[config.mk]
export PLATFORM = sky130hd
export DESIGN_NAME = free_list_mp
export DESIGN_NICKNAME = d
export VERILOG_FILES = /design/src/rtl/free_list_mp.sv
export SDC_FILE = /design/constraint.sdc
export NUM_CORES = 1
export LEC_CHECK = 0
export ABC_AREA = 0
export BUFFER_PORTS_ARGS = -buffer_cell sky130_fd_sc_hd__buf_2
export CAP_MARGIN = 0
export CORE_UTILIZATION = 50
export DETAILED_ROUTE_END_ITERATION = 10
export HOLD_SLACK_MARGIN = 0.05
export PLACE_DENSITY_LB_ADDON = 0.25
export SLEW_MARGIN = 20
export SYNTH_ARGS = -nofsm -noshare
export SYNTH_HDL_FRONTEND = slang
export SYNTH_SLANG_ARGS = --single-unit
[constraint.sdc]
create_clock -name clk -period 10.5 [get_ports clk]
set_input_delay 2.1 -clock clk [delete_from_list [all_inputs] [get_ports clk]]
set_output_delay 2.1 -clock clk [all_outputs]
set_load 0.03 [all_outputs]
[src/rtl/free_list_mp.sv]
// Multi-port physical-register free list for the rename stage.
// Circular FIFO with enqueue forwarding and head checkpoints for rollback.
module free_list_mp #(
    parameter int DEPTH     = 32,
    parameter int WIDTH     = 2,
    parameter int PR_W      = 6,
    parameter int NUM_CKPT  = 4,
    parameter int INIT_FULL = 0,
    parameter int INIT_BASE = 32
) (
    input  logic                          clk,
    input  logic                          reset,
    input  logic [$clog2(WIDTH+1)-1:0]    deq_cnt,
    output logic [WIDTH*PR_W-1:0]         deq_pr,
    output logic [WIDTH-1:0]              deq_valid,
    input  logic [$clog2(WIDTH+1)-1:0]    enq_cnt,
    input  logic [WIDTH*PR_W-1:0]         enq_pr,
    output logic                          enq_accepted,
    input  logic                          ckpt_save_en,
    input  logic [$clog2(NUM_CKPT)-1:0]   ckpt_save_id,
    input  logic                          ckpt_restore_en,
    input  logic [$clog2(NUM_CKPT)-1:0]   ckpt_restore_id,
    output logic [$clog2(DEPTH+1)-1:0]    count,
    output logic                          is_empty,
    output logic                          is_full,
    output logic                          restore_error
);

    localparam int AW = $clog2(DEPTH);
    localparam int PW = AW + 1;

    typedef logic [PW-1:0] ptr_t;

    logic [PR_W-1:0] mem [DEPTH];
    ptr_t            ckpt_q [NUM_CKPT];
    ptr_t            head_q;
    ptr_t            tail_q;
    ptr_t            head_d;
    ptr_t            tail_d;
    logic            err_q;

    ptr_t            cnt;
    ptr_t            eff_deq;
    ptr_t            stored_deq;
    ptr_t            space;
    ptr_t            enq_n;
    ptr_t            avail;
    ptr_t            grant;
    ptr_t            ckpt_sel;
    ptr_t            rst_dist;
    logic            restore_ok;

    logic [PR_W-1:0] enq_slot [WIDTH];
    logic [AW-1:0]   rd_idx [WIDTH];
    logic [AW-1:0]   wr_idx [WIDTH];

    always_comb begin
        for (int i = 0; i < WIDTH; i++) begin
            ptr_t rp;
            ptr_t wp;
            enq_slot[i] = enq_pr[i*PR_W +: PR_W];
            rp          = head_q + ptr_t'(i);
            wp          = tail_q + ptr_t'(i);
            rd_idx[i]   = rp[AW-1:0];
            wr_idx[i]   = wp[AW-1:0];
        end
    end

    // A restore suppresses allocation, so only stored entries leaving
    // through real dequeues may make room for this cycle's frees.
    always_comb begin
        cnt          = tail_q - head_q;
        eff_deq      = ckpt_restore_en ? '0 : ptr_t'(deq_cnt);
        stored_deq   = (eff_deq < cnt) ? eff_deq : cnt;
        space        = ptr_t'(DEPTH) - cnt + stored_deq;
        enq_accepted = (enq_cnt != '0) && (ptr_t'(enq_cnt) <= space);
        enq_n        = enq_accepted ? ptr_t'(enq_cnt) : '0;
        avail        = cnt + enq_n;
        grant        = (eff_deq < avail) ? eff_deq : avail;
    end

    always_comb begin
        deq_pr    = '0;
        deq_valid = '0;
        for (int i = 0; i < WIDTH; i++) begin
            logic [PR_W-1:0] fwd;
            fwd = '0;
            for (int j = 0; j < WIDTH; j++) begin
                if (ptr_t'(j) + cnt == ptr_t'(i)) begin
                    fwd = enq_slot[j];
                end
            end
            if (ptr_t'(i) < grant) begin
                deq_valid[i] = 1'b1;
                if (ptr_t'(i) < cnt) begin
                    deq_pr[i*PR_W +: PR_W] = mem[rd_idx[i]];
                end else begin
                    deq_pr[i*PR_W +: PR_W] = fwd;
                end
            end
        end
    end

    // A checkpoint older than one full lap of tail would resurrect
    // entries that have since been overwritten, so it is rejected.
    always_comb begin
        tail_d     = tail_q + enq_n;
        ckpt_sel   = ckpt_q[ckpt_restore_id];
        rst_dist   = tail_d - ckpt_sel;
        restore_ok = (rst_dist <= ptr_t'(DEPTH));
        head_d     = head_q + grant;
        if (ckpt_restore_en && restore_ok) begin
            head_d = ckpt_sel;
        end
    end

    always_ff @(posedge clk) begin
        if (reset) begin
            head_q <= '0;
            tail_q <= (INIT_FULL != 0) ? ptr_t'(DEPTH) : '0;
            err_q  <= 1'b0;
            for (int k = 0; k < NUM_CKPT; k++) begin
                ckpt_q[k] <= '0;
            end
        end else begin
            head_q <= head_d;
            tail_q <= tail_d;
            if (ckpt_restore_en && !restore_ok) begin
                err_q <= 1'b1;
            end
            if (ckpt_save_en && !ckpt_restore_en) begin
                ckpt_q[ckpt_save_id] <= head_d;
            end
        end
    end

    always_ff @(posedge clk) begin
        if (reset) begin
            if (INIT_FULL != 0) begin
                for (int k = 0; k < DEPTH; k++) begin
                    mem[k] <= PR_W'(INIT_BASE + k);
                end
            end
        end else begin
            for (int i = 0; i < WIDTH; i++) begin
                if (ptr_t'(i) < enq_n) begin
                    mem[wr_idx[i]] <= enq_slot[i];
                end
            end
        end
    end

    assign count         = cnt;
    assign is_empty      = (cnt == '0);
    assign is_full       = (cnt == ptr_t'(DEPTH));
    assign restore_error = err_q;

endmodule
==> flow_summary.ini <==
[run_status]
status = completed

[layout]
antenna_cells = 0
layout_common_cells = 216 x edfxtp_1, 144 x mux2_4, 124 x mux4_2
fin_cells = 1502
multiInputGateArea_sq_mm = 0.00849
drive_gt1_share_pct = 37.7
nNetsFinal = 1147
layout_commonest_cell = edfxtp_1
fillCellCount = 2516
register_area_sq_mm = 0.00675
fin_area_sq_mm = 0.0170
area_growth_pct = 7.78

[routing]
viasPerCell = 6.52
met1_length_um = 16800
drt-wirelength-per-cell_um = 27.7
dr.max_layer_used = met5
ant_nets = 0
wirelength_um = 41500
drc = 0
dr_wl_met3_um = 2900
first_pass_iters = 6
vias = 9795
dr_wl_met2_um = 20300
drt_iter0_drc = 915

[min_path]
hold_end = restore_error$_SDFFE_PP0P_
worstHoldStart = restore_error$_SDFFE_PP0P_
hold_class = reg -> reg
holdPathStages = 2

[global_routing]
grt_max_degree = 60
antenna_found_initial = 1
grt_usage_pct = 26.2
grt_pass1_vias = 9864
overflow = 0
grt_first_pass_wirelength_um = 63300

[floorplan]
fp.coreArea_sq_mm = 0.0307
initial_core_util_pct = 51.2
num_rows = 64
ioPinCount = 48
dieHeight_um = 179
chipWidth_um = 179
die_area_sq_mm = 0.0322

[sta]
finalSetupViolCount = 0
hold_viol_final = 0
fin_crit_sh_pct = 97.0
finalClockSkew_ns = 0.0223
whs_ns = 0.479
slew_viol_final = 0
rsz0062_at_grt = false
worst_slew_pin_slew_ns = 1.16
relSlewSlack_pct = 22.8
fmax_mhz = 98.1
min_period_ns = 10.19
finalSetupTns_ns = 0

[power_and_ir_drop]
p_total_mw = 4.48
leakage_nw = 5.98
ir_drop_uv = 159
power_density_mw_per_mm2 = 264

[place]
dp_hpwl_um = 29000
dpl-instance-area_sq_mm = 0.0163
place_inst = 1457
io_buffer_count = 47
gp_congestion = 0.912

[logic_synthesis]
syn_inst = 1090
ys_types = 67
yosys_warnings = 0
avgSynthCellArea_sq_um = 14.4
async_flop_share_pct = 0
synth_edf_count = 216
synth_area_sq_mm = 0.0157
synth_seq_cells = 229
seq_area_frac_synth_pct = 42.8
synth_ff_type = edfxtp_1

[cts]
clk_path_buf_depth = 3
cts-hold-fix-buffers = 0
clkSlewWorstSetupHoldPaths_ns = 0.06
cts_max_level = 1
tritoncts = done
cts_made_buffers = 25
clk_latency_ns = 0.54
cts_num_sinks = 229
cts_setup_buffers = 0
cts_root_buffer = clkbuf_16

[critical_path]
cp.required_ns = 8.40
worstPathMaxFanout = 7
critical_path_class = in -> out
arrival_ns = 8.09
end_kind = primary output
ff2ff_setup_slack_ns = 1.65
reg2reg_depth = 33
r2r_end = ckpt_q[1][5]$_SDFFCE_PN0P_
r2r-start = head_q[1]$_SDFF_PP0_
startpoint_type = primary input

[job]
maxCapViolCount = 0
## routing by layer
layer	GRT usage (%)	vias up
li1	-	4249
met4	9.55	2
met1	35.4	5042
met3	3.42	81
met2	43.6	421
met5	0	-
## metrics by stage
| stage | utilization (%) | worst slack (ns) |
|---|---|---|
| finish | 55.2 | 0.311 |
| floorplan | - | -0.262 |
| global placement | 52.9 | 0.486 |
| global route | 55.2 | 0.0384 |
| detailed placement | 52.9 | 0.254 |
| CTS | 55.2 | 0.253 |
## final cells by class
cell class                 count  area share, %
inverter                      38          0.863
multi-input combinational    728           50.0
tap                          396           2.92
clock inverter                12          0.332
sequential                   229           39.8
timing repair buffer          66           2.23
clock buffer                  33           3.86
## flip-flops by register name, summed over array words and instances (netlist names)
signal,cells
tail_q,6
ckpt_q,24
restore_error,1
mem,192
head_q,6
## critical path, stage by stage
cell and delay [ns]:
buf_2 0.15, nor2b_1 0.19, ha_1 0.25, a21boi_0 0.12, o21ai_1 0.22, mux2_2 0.36, ha_1 0.29, ha_1 0.22
fa_1 0.47, a21oi_1 0.12, o21ai_0 0.11, or3_1 0.36, o21ai_4 0.15, nor2_1 0.08, ha_1 0.22, fa_1 0.59
inv_1 0.06, ha_1 0.27, a21oi_1 0.06, a221o_1 0.27, a221oi_2 0.31, mux2_2 0.51, a311oi_1 0.33, buf_2 0.27
## repair_timing
| item | 4_1_cts | 5_1_grt |
|---|---|---|
| resized for setup | 0 | 2 |
| endpoints found under the hold margin | 0 | 0 |
| setup endpoints to repair | 0 | 5 |
## cell families after synthesis
logic type                 synth area share (%)
AOI/OAI and AO/OA                          4.16
muxes                                      36.3
xor gates and xnor gates                   1.35
other                                    0.0238
DFF                                        42.8
adders and majority gates                  3.07
buffers and inverters                      3.76
and+or+nand+nor                            8.47
## Yosys cell counts (all sizes together), types with 5 or more instances
| library cell | number | area, sq um |
|---|---|---|
| a21o | 6 | 45.0 |
| mux2i | 17 | 170 |
| clkbuf | 64 | 240 |
| nor2 | 96 | 360 |
| inv | 34 | 128 |
| or2 | 5 | 31.3 |
| o21ai | 12 | 67.6 |
| buf | 34 | 209 |
| xnor2 | 14 | 138 |
| nand2b | 9 | 56.3 |
| nand2 | 41 | 154 |
| a311oi | 6 | 52.6 |
| o22a | 7 | 61.3 |
| dfxtp | 13 | 260 |
| mux4 | 124 | 2790 |
| ha | 29 | 363 |
| xor2 | 6 | 52.6 |
| mux2 | 197 | 2760 |
| a21oi | 22 | 110 |
| edfxtp | 216 | 6490 |
| a211oi | 13 | 97.6 |
| fa | 6 | 120 |
| nand3 | 7 | 35.0 |
| and2 | 5 | 31.3 |
| or3 | 14 | 87.6 |
| nor3 | 33 | 379 |
| nor4 | 7 | 58.8 |
| nor2b | 17 | 106 |
## where the power goes
| part | leakage, nW | internal, mW | switching (mW) |
|---|---|---|---|
| clock | 0.343 | 0.437 | 0.358 |
| combinational | 3.55 | 1.05 | 1.50 |
| sequential | 2.09 | 1.07 | 0.0687 |
| total | 5.98 | 2.56 | 1.92 |
## how the worst max path moves through the flow
| stage | to | from | slack (ns) | cells past startpoint |
|---|---|---|---|---|
| after floorplan | deq_pr[0] | deq_cnt[1] | -0.26 | 26 |
| after global placement | deq_pr[0] | ckpt_restore_en | 0.49 | 24 |
| after detailed placement | deq_pr[1] | ckpt_restore_en | 0.25 | 24 |
| after CTS | deq_pr[1] | ckpt_restore_en | 0.25 | 24 |
| after global routing | deq_pr[1] | ckpt_restore_en | 0.04 | 24 |
| final | deq_pr[1] | ckpt_restore_en | 0.31 | 24 |
No activity file was read; power rests on OpenSTA's default activity.
